<file path="src/rtl/uart_pkg.sv">
// Shared definitions for the FIFO-fed UART transmitter: state encoding,
// line level and a constant-evaluable ceil(log2()) helper.
package uart_pkg;

  typedef logic [2:0] state_t;

  localparam state_t ST_IDLE   = 3'd0;
  localparam state_t ST_FETCH  = 3'd1;
  localparam state_t ST_START  = 3'd2;
  localparam state_t ST_DATA   = 3'd3;
  localparam state_t ST_PARITY = 3'd4;
  localparam state_t ST_STOP   = 3'd5;

  localparam logic LINE_IDLE = 1'b1;

  function automatic int clog2(input int value);
    int r;
    int v;
    r = 0;
    v = value - 1;
    while (v > 0) begin
      r = r + 1;
      v = v >> 1;
    end
    return r;
  endfunction

endpackage

</file>
<file path="src/rtl/uart_baud_tick.sv">
// Bit-period timer: counts 0..CLKS_PER_BIT-1 and flags the final count;
// restart forces the next count back to 0 so every state begins a full period.
module uart_baud_tick
  import uart_pkg::*;
#(
  parameter int CLKS_PER_BIT = 868
) (
  input  logic clk,
  input  logic reset,
  input  logic restart,
  output logic bit_done
);

  localparam int CW = (clog2(CLKS_PER_BIT) < 1) ? 1 : clog2(CLKS_PER_BIT);
  localparam logic [CW-1:0] CNT_LAST = CW'(CLKS_PER_BIT - 1);

  logic [CW-1:0] cnt_q;
  logic [CW-1:0] cnt_d;

  always_comb begin
    cnt_d = cnt_q + CW'(1);
    if (restart || (cnt_q == CNT_LAST)) begin
      cnt_d = '0;
    end
  end

  always_ff @(posedge clk) begin
    if (reset) begin
      cnt_q <= '0;
    end else begin
      cnt_q <= cnt_d;
    end
  end

  assign bit_done = (cnt_q == CNT_LAST);

endmodule

</file>
<file path="src/rtl/fifo_uart_tx.sv">
// FIFO drain stage: reads one word per frame and serialises it as
// start / LSB-first data / optional even parity / stop on a registered tx line.
module fifo_uart_tx
  import uart_pkg::*;
#(
  parameter int DATA_WIDTH   = 8,
  parameter int CLKS_PER_BIT = 868,
  parameter int PARITY_EN    = 0
) (
  input  logic                  clk,
  input  logic                  reset,
  input  logic                  enable,
  input  logic                  fifo_empty,
  input  logic [DATA_WIDTH-1:0] fifo_dout,
  output logic                  fifo_rd_en,
  output logic                  tx,
  output logic                  busy,
  output logic [15:0]           frames_sent
);

  localparam int BCW = clog2(DATA_WIDTH + 1);
  localparam logic [BCW-1:0] BIT_LAST = BCW'(DATA_WIDTH - 1);

  state_t                  state_q, state_d;
  logic [DATA_WIDTH-1:0]   shift_q, shift_d;
  logic                    par_q, par_d;
  logic [BCW-1:0]          bit_cnt_q, bit_cnt_d;
  logic [15:0]             frames_q, frames_d;
  logic                    tx_q, tx_d;
  logic                    busy_q, busy_d;
  logic                    bit_done;
  logic                    restart;

  uart_baud_tick #(
    .CLKS_PER_BIT(CLKS_PER_BIT)
  ) u_baud (
    .clk     (clk),
    .reset   (reset),
    .restart (restart),
    .bit_done(bit_done)
  );

  // Read strobe is only ever raised from IDLE, so it cannot exceed one cycle.
  assign fifo_rd_en = !reset && (state_q == ST_IDLE) && enable && !fifo_empty;
  assign restart    = (state_d != state_q);

  always_comb begin
    state_d   = state_q;
    shift_d   = shift_q;
    par_d     = par_q;
    bit_cnt_d = bit_cnt_q;
    frames_d  = frames_q;
    case (state_q)
      ST_IDLE: begin
        if (fifo_rd_en) state_d = ST_FETCH;
      end
      ST_FETCH: begin
        shift_d   = fifo_dout;
        par_d     = ^fifo_dout;
        bit_cnt_d = '0;
        state_d   = ST_START;
      end
      ST_START: begin
        if (bit_done) state_d = ST_DATA;
      end
      ST_DATA: begin
        if (bit_done) begin
          shift_d = shift_q >> 1;
          if (bit_cnt_q == BIT_LAST) begin
            state_d = (PARITY_EN != 0) ? ST_PARITY : ST_STOP;
          end else begin
            bit_cnt_d = bit_cnt_q + BCW'(1);
          end
        end
      end
      ST_PARITY: begin
        if (bit_done) state_d = ST_STOP;
      end
      ST_STOP: begin
        if (bit_done) begin
          frames_d = frames_q + 16'd1;
          state_d  = ST_IDLE;
        end
      end
      default: state_d = ST_IDLE;
    endcase

    // Line level follows the state being entered so tx is a clean flop output.
    case (state_d)
      ST_START:  tx_d = 1'b0;
      ST_DATA:   tx_d = shift_d[0];
      ST_PARITY: tx_d = par_d;
      default:   tx_d = LINE_IDLE;
    endcase
    busy_d = (state_d != ST_IDLE);
  end

  always_ff @(posedge clk) begin
    if (reset) begin
      state_q   <= ST_IDLE;
      bit_cnt_q <= '0;
      frames_q  <= '0;
      tx_q      <= LINE_IDLE;
      busy_q    <= 1'b0;
    end else begin
      state_q   <= state_d;
      bit_cnt_q <= bit_cnt_d;
      frames_q  <= frames_d;
      tx_q      <= tx_d;
      busy_q    <= busy_d;
    end
  end

  always_ff @(posedge clk) begin
    shift_q <= shift_d;
    par_q   <= par_d;
  end

  assign tx          = tx_q;
  assign busy        = busy_q;
  assign frames_sent = frames_q;

endmodule

</file>
<file path="config.mk">
export PLATFORM = sky130hd
export DESIGN_NAME = fifo_uart_tx
export DESIGN_NICKNAME = d
export VERILOG_FILES = /design/src/rtl/uart_pkg.sv /design/src/rtl/uart_baud_tick.sv /design/src/rtl/fifo_uart_tx.sv
export SDC_FILE = /design/constraint.sdc
export NUM_CORES = 1
export LEC_CHECK = 0
export BUFFER_PORTS_ARGS = -buffer_cell sky130_fd_sc_hd__buf_2
export CORE_MARGIN = 2
export CORE_UTILIZATION = 45
export DETAILED_ROUTE_END_ITERATION = 8
export GPL_ROUTABILITY_DRIVEN = 0
export HOLD_SLACK_MARGIN = 0.08
export PLACE_DENSITY = 0.65
export SYNTH_ARGS = -nofsm -noshare
export SYNTH_HDL_FRONTEND = slang
export SYNTH_SLANG_ARGS = --single-unit
export TNS_END_PERCENT = 100
</file>
<file path="constraint.sdc">
create_clock -name clk -period 2.55 [get_ports clk]
set_clock_uncertainty 0.15 [all_clocks]
set_input_delay 0.1275 -clock clk [delete_from_list [all_inputs] [get_ports clk]]
set_output_delay 0.1275 -clock clk [all_outputs]
set_load 0.02 [all_outputs]
</file>
==> key figures <==
Critical path
  • CP bufs+invs: 0
  • CP arrival: 2.37 ns
  • Worst Path Class, Setup: flop to flop
  • CP cell instances: ha_1, or4b_4, nor4_4, nand4_1, or3_1, a31oi_1
  • R2R Path Start: u_baud.cnt_q[0]
  • Max incr delay on CP: 0.55 ns
  • Startpoint class of the critical path: flop
  • Crit. Startpoint: u_baud.cnt_q[0]
  • Critical Path RT: 2.62 ns
  • Crit path capture type: flop
  • Crit path max-delay cell type: or4b_4
  • Largest fanout on the critical path: 6
  • Top Family by Delay on Critical Path: simple AND/OR/NAND/NOR gates

STA
  • Crit path time final: about 2.3 ns
  • Crit share post-route: 89.88%
  • Worst-Margin Slew: 0.4681 ns
  • Max Slew Vio Count: 0
  • Final setup TNS: 0 ns
  • Count of final hold-check violations: 0
  • Fmax: 436.3 MHz
  • RSZ-0062 raised after global routing: no
  • Slew HR: 68.79%
  • Final setup violation count: 0
  • WHS: 0.1120 ns
  • Final WS setup: 0.2580 ns

Synth
  • Share of the yosys chip area belonging to registers: roughly 46%
  • Cells after synthesis: ~220
  • Largest area contributor in the netlist: dfxtp_1
  • Fraction of registers with async set/reset: 0%
  • Synth Flop Type: dfxtp_1
  • Most frequent cells after synthesis: dfxtp_1, nor2_1, xor2_1, nand3_1, nand2_1
  • Syn avg cell area: between 9 and 10 sq um
  • Synth top area share: 35.64%
  • Synthesized flop and latch total: between 40 and 50
  • Ys Warns: 0
  • Syn_nets: 233
  • Synth area leaders: dfxtp_1, edfxtp_1, xor2_1, nor2_1, xnor2_1
  • Netlist cell types: 39
  • Number of flops mapped to enable cells by yosys: 7
  • Post-Syn Area: a little over 2000 sq um

Worst hold path
  • Worst hold start: reset
  • Worst hold path type: input port to flop

Power
  • Static leakage: 0.001016 uW
  • Clk network pwr share: 32.2%
  • Worst VDD drop: 0.3086 mV
  • Internal power: ~980 uW
  • Switching Fraction: a little under a quarter
  • Logic gate share of total power: 9.7%
  • PwrDens: 520.2 nW/um^2
  • Flop pwr share: 58.1%
  • Net Sw Power: 303.9 uW

Floorplanning
  • Core ar.: 4414 sq um
  • Die Span Y: around 70 um
  • Ports: 31
  • Initial core utilization: between 40% and 50%
  • Placement Rows: 24
  • Die W: 71.96 um
  • DIE AREA: 5178 sq um

Global route
  • Vias in the first global route: 1486
  • Initial antenna violation count: 0
  • First-pass GRT wire length: 6.472 mm
  • GRT Util Overall: 15.71%
  • Pin count of the biggest net entering global routing: 27
  • GRT Residual Overflow: 0

Layout
  • ANT cells: 0
  • Fin area: 2460 sq um
  • Final std cells w/o fill: 313
  • Area grow syn2layout: 18.36%
  • Share of post-route cells with drive strength above 1: 18.39%
  • Final net count: 275

Detailed routing
  • Drt pass-1 iters: 4
  • DRC: 0
  • Final antenna-violating net count: 0
  • Routed len/inst: 12.13 um
  • Vias/cell: about 5.1
  • WL final: 3.796 mm
  • Via count: 1585
  • DR iter-0 viols: 65

Clock tree
  • Reg clk slew, reported paths: 0.08 ns
  • H-Tree Depth: 2
  • Clock Path Buffers: 2
  • Clock sink count: 44
  • Clk root buf: clkbuf_8
  • CTS tree: built
  • Clock latency on the worst-skew pair: 0.29 ns
  • Post-CTS setup buffers: 0
  • TritonCTS buffer count: 5

Run status
  • Status: complete, no violations

Placement
  • DP Worst Slack: between 0.1 and 0.15 ns
  • Inst Count DP: 297
  • DP HPWL: 2.640 mm
  • IO Port Bufs: 30
  • Area after DPL: 2293 sq um

Job
  • Max_cap viols: 0
worst reg2reg max path: stages, from the launching register on:
cell and delay (ns):
dfxtp_1 0.37, ha_1 0.18, or4b_4 0.55, nor4_4 0.34, nand4_1 0.16, or3_1 0.32
a31oi_1 0.15
final timing paths:
| check | endpoint | slack [ns] | cells past startpoint |
|---|---|---|---|
| hold / removal | bit_cnt_q[1] | 0.11 | 2 |
| setup reg to reg | bit_cnt_q[3] | 0.26 | 6 |
| setup / recovery | bit_cnt_q[3] | 0.26 | 6 |
| hold reg to reg | u_baud.cnt_q[0] | 0.31 | 1 |
per-stage QoR:
stage | util (%) | power (uW)
after floorplan | - | 843.9
after global placement | 51.96 | 874.1
after detailed placement | 51.96 | 876.3
after CTS | 55.64 | 1296
after global routing | 55.73 | 1344
final | 55.73 | 1280
kinds of logic (layout without fill, tap and decap cells):
group | count (synthesis) | after routing | synth area share (%)
compound gates | 19 | 19 | 6.322
xor+xnor | 30 | 30 | 12.64
fa+ha+maj | 3 | 3 | 1.806
buf+inv | 12 | 55 | 2.528
flops | 44 | 44 | 45.76
mux | 5 | 5 | 2.408
simple gates | 105 | 105 | 28.54
cell usage in the layout (no fill, tap or decap), types with 3 or more instances in the layout:
cell type	Yosys	routed
a21oi_1	3	3
a22o_1	6	6
and2_1	3	3
and3_1	5	5
buf_2	0	30
buf_4	0	5
clkbuf_8	0	5
dfxtp_1	37	37
dlygate4sd3_1	0	8
edfxtp_1	7	7
ha_1	3	3
inv_1	4	4
mux2i_1	5	5
nand2_1	11	11
nand3_1	13	13
nand3b_1	4	4
nand4_1	9	9
nor2_1	37	37
nor2b_1	4	4
nor3_1	4	4
o21ai_0	4	4
xnor2_1	10	10
xor2_1	20	20
layer usage:
metal | wire, um | global-route usage [%] | part of all wire, % | vias up
li1 | - | - | - | 841
met3 | 112 | 4.306 | 3.0 | 4
met4 | 32 | 4.403 | 0.84 | 0
met5 | 0 | 0 | 0 | -
met1 | 1888 | 20.65 | 50 | 724
met2 | 1763 | 25.51 | 46 | 16
cell type report:
cell class                      count  area [sq um]
Fill cell                         413          1954
Multi-Input combinational cell    162          1079
Sequential cell                    44         950.9
Timing Repair Buffer               43         267.8
Clock buffer                        5         68.82
Tap cell                           52         65.06
Inverter                            4         15.01
Clock inverter                      3         13.76
sequential cells by signal, indices dropped and copies added (netlist names):
register	flops
bit_cnt_q	4
busy	1
frames_sent	16
par_q	1
shift_q	8
state_q	3
tx	1
u_baud.cnt_q	10
power groups by stage:
| stage | Clock (uW) | Combinational, uW | Sequential, uW |
|---|---|---|---|
| floorplan | 0 | 87.1 | 757 |
| detailed placement | 0 | 116 | 760 |
| global route | 459 | 138 | 747 |
| finish | 412 | 124 | 744 |
| CTS | 427 | 126 | 744 |
| global placement | 0 | 114 | 760 |
repair_timing:
action                     CTS  global route
gates resized for setup      0             1
hold buffers                 8             0
hold endpoints to repair     8             0
setup endpoints to repair    0             2
Note: power is estimated with default switching activity, not from simulation.
